### src/rtl/lamp_pkg.sv
// rtl/lamp_pkg.sv - lamp light codes, pacing FSM states and dwell helper shared by the lamp blocks
package lamp_pkg;

    localparam logic [2:0] LIGHT_RED = 3'b100;
    localparam logic [2:0] LIGHT_YEL = 3'b010;
    localparam logic [2:0] LIGHT_GRN = 3'b001;

    typedef enum logic [2:0] {
        ST_IDLE,
        ST_LOAD,
        ST_COUNT,
        ST_STEP,
        ST_FAULT
    } state_t;

    // Dwell as it lands in a cw-bit counter; a zero dwell would never step, so it becomes 1.
    function automatic int clamp_ticks(input int ticks, input int cw);
        int t;
        t = (cw >= 31) ? ticks : (ticks & ((1 << cw) - 1));
        return (t == 0) ? 1 : t;
    endfunction

endpackage

### src/rtl/tick_prescaler.sv
// rtl/tick_prescaler.sv - divides clk into one-cycle ticks every PRESCALE cycles while run is high
module tick_prescaler #(
    parameter int PRESCALE = 1000
) (
    input  logic clk,
    input  logic rst_n,
    input  logic clr,
    input  logic run,
    output logic tick
);

    localparam int PW = (PRESCALE > 1) ? $clog2(PRESCALE) : 1;
    localparam logic [PW-1:0] LAST = PW'(PRESCALE - 1);

    logic [PW-1:0] cnt;

    assign tick = run && (cnt == LAST);

    always_ff @(posedge clk or negedge rst_n) begin
        if (!rst_n) begin
            cnt <= '0;
        end else if (clr) begin
            cnt <= '0;
        end else if (run) begin
            cnt <= tick ? '0 : cnt + PW'(1);
        end
    end

endmodule

### src/rtl/lamp_step_timer.sv
// rtl/lamp_step_timer.sv - per-colour dwell timer that paces the traffic lamp with a one-cycle step
module lamp_step_timer
    import lamp_pkg::*;
#(
    parameter int PRESCALE      = 1000,
    parameter int CW            = 8,
    parameter int RED_TICKS     = 30,
    parameter int YEL_TICKS     = 5,
    parameter int GRN_TICKS     = 25,
    parameter int PED_MIN_TICKS = 5
) (
    input  logic          clk,
    input  logic          rst_n,
    input  logic          en,
    input  logic [2:0]    light,
    input  logic          ped_req,
    output logic          step,
    output logic          ped_ack,
    output logic [CW-1:0] remaining,
    output logic          fault
);

    localparam logic [CW-1:0] RED_D   = CW'(clamp_ticks(RED_TICKS, CW));
    localparam logic [CW-1:0] YEL_D   = CW'(clamp_ticks(YEL_TICKS, CW));
    localparam logic [CW-1:0] GRN_D   = CW'(clamp_ticks(GRN_TICKS, CW));
    localparam logic [CW-1:0] PED_D   = CW'(clamp_ticks(PED_MIN_TICKS, CW));
    localparam logic [CW-1:0] PED_CAP = (PED_D < GRN_D) ? PED_D : GRN_D;

    state_t        state, state_nx;
    logic [CW-1:0] rem_nx;
    logic          ped_latch;
    logic          grn_phase, grn_nx;
    logic          ack_nx;
    logic          ped_pending;
    logic          pre_run;
    logic          tick;

    // A request arriving this very cycle already counts as pending.
    assign ped_pending = ped_latch | ped_req;
    assign pre_run     = en && (state == ST_COUNT);

    tick_prescaler #(
        .PRESCALE(PRESCALE)
    ) u_prescaler (
        .clk  (clk),
        .rst_n(rst_n),
        .clr  (!pre_run),
        .run  (pre_run),
        .tick (tick)
    );

    always_comb begin
        state_nx = state;
        rem_nx   = remaining;
        grn_nx   = grn_phase;
        ack_nx   = 1'b0;
        case (state)
            ST_IDLE: begin
                if (en) state_nx = ST_LOAD;
            end
            ST_LOAD: begin
                if (!en) begin
                    state_nx = ST_IDLE;
                end else begin
                    grn_nx   = 1'b0;
                    state_nx = ST_COUNT;
                    case (light)
                        LIGHT_RED: begin
                            rem_nx = RED_D;
                            ack_nx = ped_latch;
                        end
                        LIGHT_YEL: rem_nx = YEL_D;
                        LIGHT_GRN: begin
                            rem_nx = ped_pending ? PED_CAP : GRN_D;
                            grn_nx = 1'b1;
                        end
                        default: begin
                            rem_nx   = '0;
                            state_nx = ST_FAULT;
                        end
                    endcase
                end
            end
            ST_COUNT: begin
                if (!en) begin
                    state_nx = ST_IDLE;
                end else if (grn_phase && ped_pending && (remaining > PED_D)) begin
                    // Shortening green wins over a tick landing in the same cycle.
                    rem_nx = PED_D;
                end else if (tick) begin
                    rem_nx = remaining - CW'(1);
                    if (remaining == CW'(1)) state_nx = ST_STEP;
                end
            end
            ST_STEP: begin
                state_nx = en ? ST_LOAD : ST_IDLE;
            end
            ST_FAULT: begin
                rem_nx = '0;
            end
            default: begin
                state_nx = ST_IDLE;
            end
        endcase
    end

    always_ff @(posedge clk or negedge rst_n) begin
        if (!rst_n) begin
            state     <= ST_IDLE;
            remaining <= '0;
            ped_latch <= 1'b0;
            grn_phase <= 1'b0;
            step      <= 1'b0;
            ped_ack   <= 1'b0;
            fault     <= 1'b0;
        end else begin
            state     <= state_nx;
            remaining <= rem_nx;
            ped_latch <= ped_req | (ped_latch & ~ack_nx);
            grn_phase <= grn_nx;
            step      <= (state_nx == ST_STEP);
            ped_ack   <= ack_nx;
            fault     <= (state_nx == ST_FAULT);
        end
    end

endmodule
### config.mk
export PLATFORM = sky130hd
export DESIGN_NAME = lamp_step_timer
export DESIGN_NICKNAME = d
export VERILOG_FILES = /design/src/rtl/lamp_pkg.sv /design/src/rtl/tick_prescaler.sv /design/src/rtl/lamp_step_timer.sv
export SDC_FILE = /design/constraint.sdc
export NUM_CORES = 1
export LEC_CHECK = 0
export CAP_MARGIN = 10
export CORE_MARGIN = 10
export CORE_UTILIZATION = 59
export CTS_BUF_LIST = sky130_fd_sc_hd__clkbuf_4 sky130_fd_sc_hd__clkbuf_8 sky130_fd_sc_hd__clkbuf_16
export CTS_CLUSTER_DIAMETER = 100
export DETAILED_ROUTE_END_ITERATION = 8
export GPL_TIMING_DRIVEN = 0
export PLACE_DENSITY = 0.84
export REMOVE_ABC_BUFFERS = 1
export SYNTH_ARGS = -nofsm -noshare
export SYNTH_HDL_FRONTEND = slang
export SYNTH_SLANG_ARGS = --single-unit
### constraint.sdc
create_clock -name clk -period 5 [get_ports clk]
set_input_delay 0.75 -clock clk [delete_from_list [all_inputs] [get_ports clk]]
set_output_delay 0.75 -clock clk [all_outputs]
set_load 0.05 [all_outputs]
==> key figures <==
Timing
  – Worst Skew: about 0.0067 ns
  – Slew headroom: about three fifths
  – Min Tclk post-route: 2.540 ns
  – Unrepaired setup endpoints after global routing: no
  – Fmax: just under 400 MHz
  – Hold Vio Cnt, Final: 0
  – Worst Hold Slack: ~0.51 ns
  – Final setup fails: 0
  – Setup TNS: 0 ns
  – Fin crit share: around half
  – Final worst setup slack: around 2.5 ns
  – Measured slew at the worst slew-check pin: between 0.6 and 0.7 ns
  – Max-slew violation count: 0

Outcome
  – Status: finished clean

Synth
  – Synth area leaders: dfrtp_1, nor2_1, nand3_1
  – Mapped Avg Cell Area: approximately 9.3 um^2
  – Mapped Cells: between 150 and 200
  – Cell taking the most area after synthesis: dfrtp_1
  – Primary FF master, synth: dfrtp_1
  – Post-synth top area share: a little over two fifths
  – Synth top cells by count: dfrtp_1, nor2_1, nand3_1
  – Post-synthesis sequential area ratio: between 40% and 50%
  – Synthesized cell area: approximately 1500 um^2
  – Synth warnings: 0
  – Synth unique cells: 42
  – Yosys reg bits: 26
  – Most common cell in the netlist: dfrtp_1
  – Async SR Flop Fraction: 100.0%
  – Number of synthesized flops with an enable pin: 0

Finish
  – Fin util: between 70% and 80%
  – Layout cell share with drive strength beyond 1: 7.345%
  – # diodes: 0
  – Area delta synth->final: 16.18%
  – Nets: 188

Global route
  – Pin count of the biggest net entering global routing: 27
  – GRT Util Overall: about 14%
  – GRT overflow: 0
  – First-pass GRT wire length: between 5000 and 6000 um
  – Vias in the first global route: ~1300
  – Initial antenna violation count: 0

Floorplanning
  – Io pins: 18
  – Die Span Y: about 70 um
  – # rows: 18
  – Die ar.: 4942 um^2
  – Initial Util: between 60% and 70%
  – Core ar.: ~2500 um^2
  – Die width: about 70 um

Clock network
  – Reg clk slew, reported paths: roughly 0.15 ns
  – Setup Buffers After CTS: 0
  – CTS tree: built
  – CTS root buf: clkbuf_4
  – Bufs on Longest Clock Path: 2
  – Hold Buf Count CTS: 0
  – Total CTS buffers: 3
  – H-tree levels: 1
  – # resized after CTS: 0
  – CTS Sinks: 26
  – Clk_lat worst skew: between 0.3 and 0.4 ns

Min path
  – Hold endpoint: grn_phase$_DFFE_PN0P_
  – HP Start: grn_phase$_DFFE_PN0P_
  – Type of the worst min-delay path: flip-flop to flip-flop
  – Hold path depth: 2

Critical path
  – Worst reg2reg setup slack: approximately 2.7 ns
  – WS Path Type: input port to flip-flop
  – FF-to-FF End: remaining[2]$_DFFE_PN0P_
  – Critical path capture point type: flip-flop
  – Critical Path RT: ~5.2 ns
  – Nature of the critical path startpoint: input port
  – Critical Path Max Stage Delay: roughly 0.7 ns
  – R2R cell count: 7
  – Worst R2R Start: remaining[0]$_DFFE_PN0P_
  – CP max stage cell: or4_1
  – CP max FO: 10
  – Crit-path cells: clkdlybuf4s50_1 -> nand4bb_4 -> or4_1 -> a31oi_4 -> nand3_1 -> o211a_1
  – Worst path arrival time: about 2.8 ns

Power
  – Peak supply drop: between 100 and 150 uV
  – Power Density: around 200 nW/um^2
  – Leakage: about 0.72 nW

Flow run
  – Maxcap violations: 0

Placed design
  – IO buf count: 17
  – Setup WS pre-CTS: 2.113 ns
  – GP Congestion: about 0.80
  – HPWL after DPL: between 2000 and 3000 um

Drt
  – Final ANT Viol Nets: 0
  – Routed via count: between 1000 and 1500
  – DR WL/cell: 16.59 um
  – Vias per inst: approximately 6.1
  – Detail Route met3 WL: 129 um
  – DRC: 0
  – Met2 wire length: about 1800 um
  – 1st-iter DRT viols: 52
  – Routed WL: 3434 um
  – Max layer used: met4
  – Drt first pass iters: 4
  – M1 wire length: around 1400 um
## registers in the layout, summed over array words and instances (netlist names)
register / count
u_prescaler.cnt: 10
remaining: 8
state: 3
fault: 1
grn_phase: 1
ped_ack: 1
ped_latch: 1
step: 1
## area by class of cell
| type | instances | area (um^2) |
|---|---|---|
| Multi-Input combinational cell | 121 | 782.0 |
| Fill cell | 193 | 720.7 |
| Sequential cell | 26 | 650.6 |
| Timing Repair Buffer | 18 | 197.7 |
| Tap cell | 30 | 37.54 |
| Clock buffer | 4 | 36.28 |
| Inverter | 8 | 30.03 |
## power breakdown
group	switching, W	internal [W]
clock	0.0000637	0.0000445
combinational	0.0000100	0.00000854
sequential	0	0.000210
## through the flow
stage	area, um^2	cells	total power [W]
floorplan	1463	155	0.0002185
global placement	1670	202	0.0002295
detailed placement	1670	202	0.0002301
CTS	1707	206	0.0003343
global route	1734	207	0.0003498
finish	1734	207	0.0003371
## cell families after synthesis
logic type / after synthesis / share of synthesized area (%)
AO/OA/AOI/OAI: 35 / 17.44
AND/OR/NAND/NOR: 73 / 26.57
flip-flops: 26 / 43.59
adder cells (fa/ha/maj): 3 / 2.515
buffers and inverters: 13 / 4.023
XOR/XNOR: 10 / 5.867
## per-layer routing
layer  track usage [%]  up-vias
met3             3.814       14
li1                  -      611
met2             23.55       30
met1             15.49      599
met4             7.237        0
met5                 0        -
## critical path, delay by kind of cell
kind	cells	cell delay [ns]
simple gates	3	1.00
compound gates	2	0.50
buf+inv	1	0.53
## placed cells by master (no fill, tap or decap), drive strengths merged
cell type	n
a211o	1
dfrtp	26
and3	2
ha	3
clkbuf	4
xnor2	5
nor4	4
a311oi	2
nand2	9
a21o	1
o21ai	8
or4	1
nor4b	1
a21oi	10
nor2	23
xor2	5
a31oi	4
clkdlybuf4s50	17
or3b	1
o211a	1
nor2b	2
o221ai	1
nor3	5
o31ai	1
a41o	1
nand3b	2
nand4	1
nand3	10
o32a	1
nand2b	6
nand4bb	2
buf	1
nor3b	1
o21bai	1
a31o	2
inv	8
or3	3
o32ai	1
## worst max-delay path by stage
| stage | from | endpoint |
|---|---|---|
| after detailed placement | en | remaining[2]$_DFFE_PN0P_ |
| after global routing | en | remaining[0]$_DFFE_PN0P_ |
| after global placement | en | remaining[2]$_DFFE_PN0P_ |
| final | en | remaining[2]$_DFFE_PN0P_ |
| after floorplan | remaining[0]$_DFFE_PN0P_ | remaining[7]$_DFFE_PN0P_ |
| after CTS | en | remaining[2]$_DFFE_PN0P_ |
Note: power is estimated with default switching activity, not from simulation.
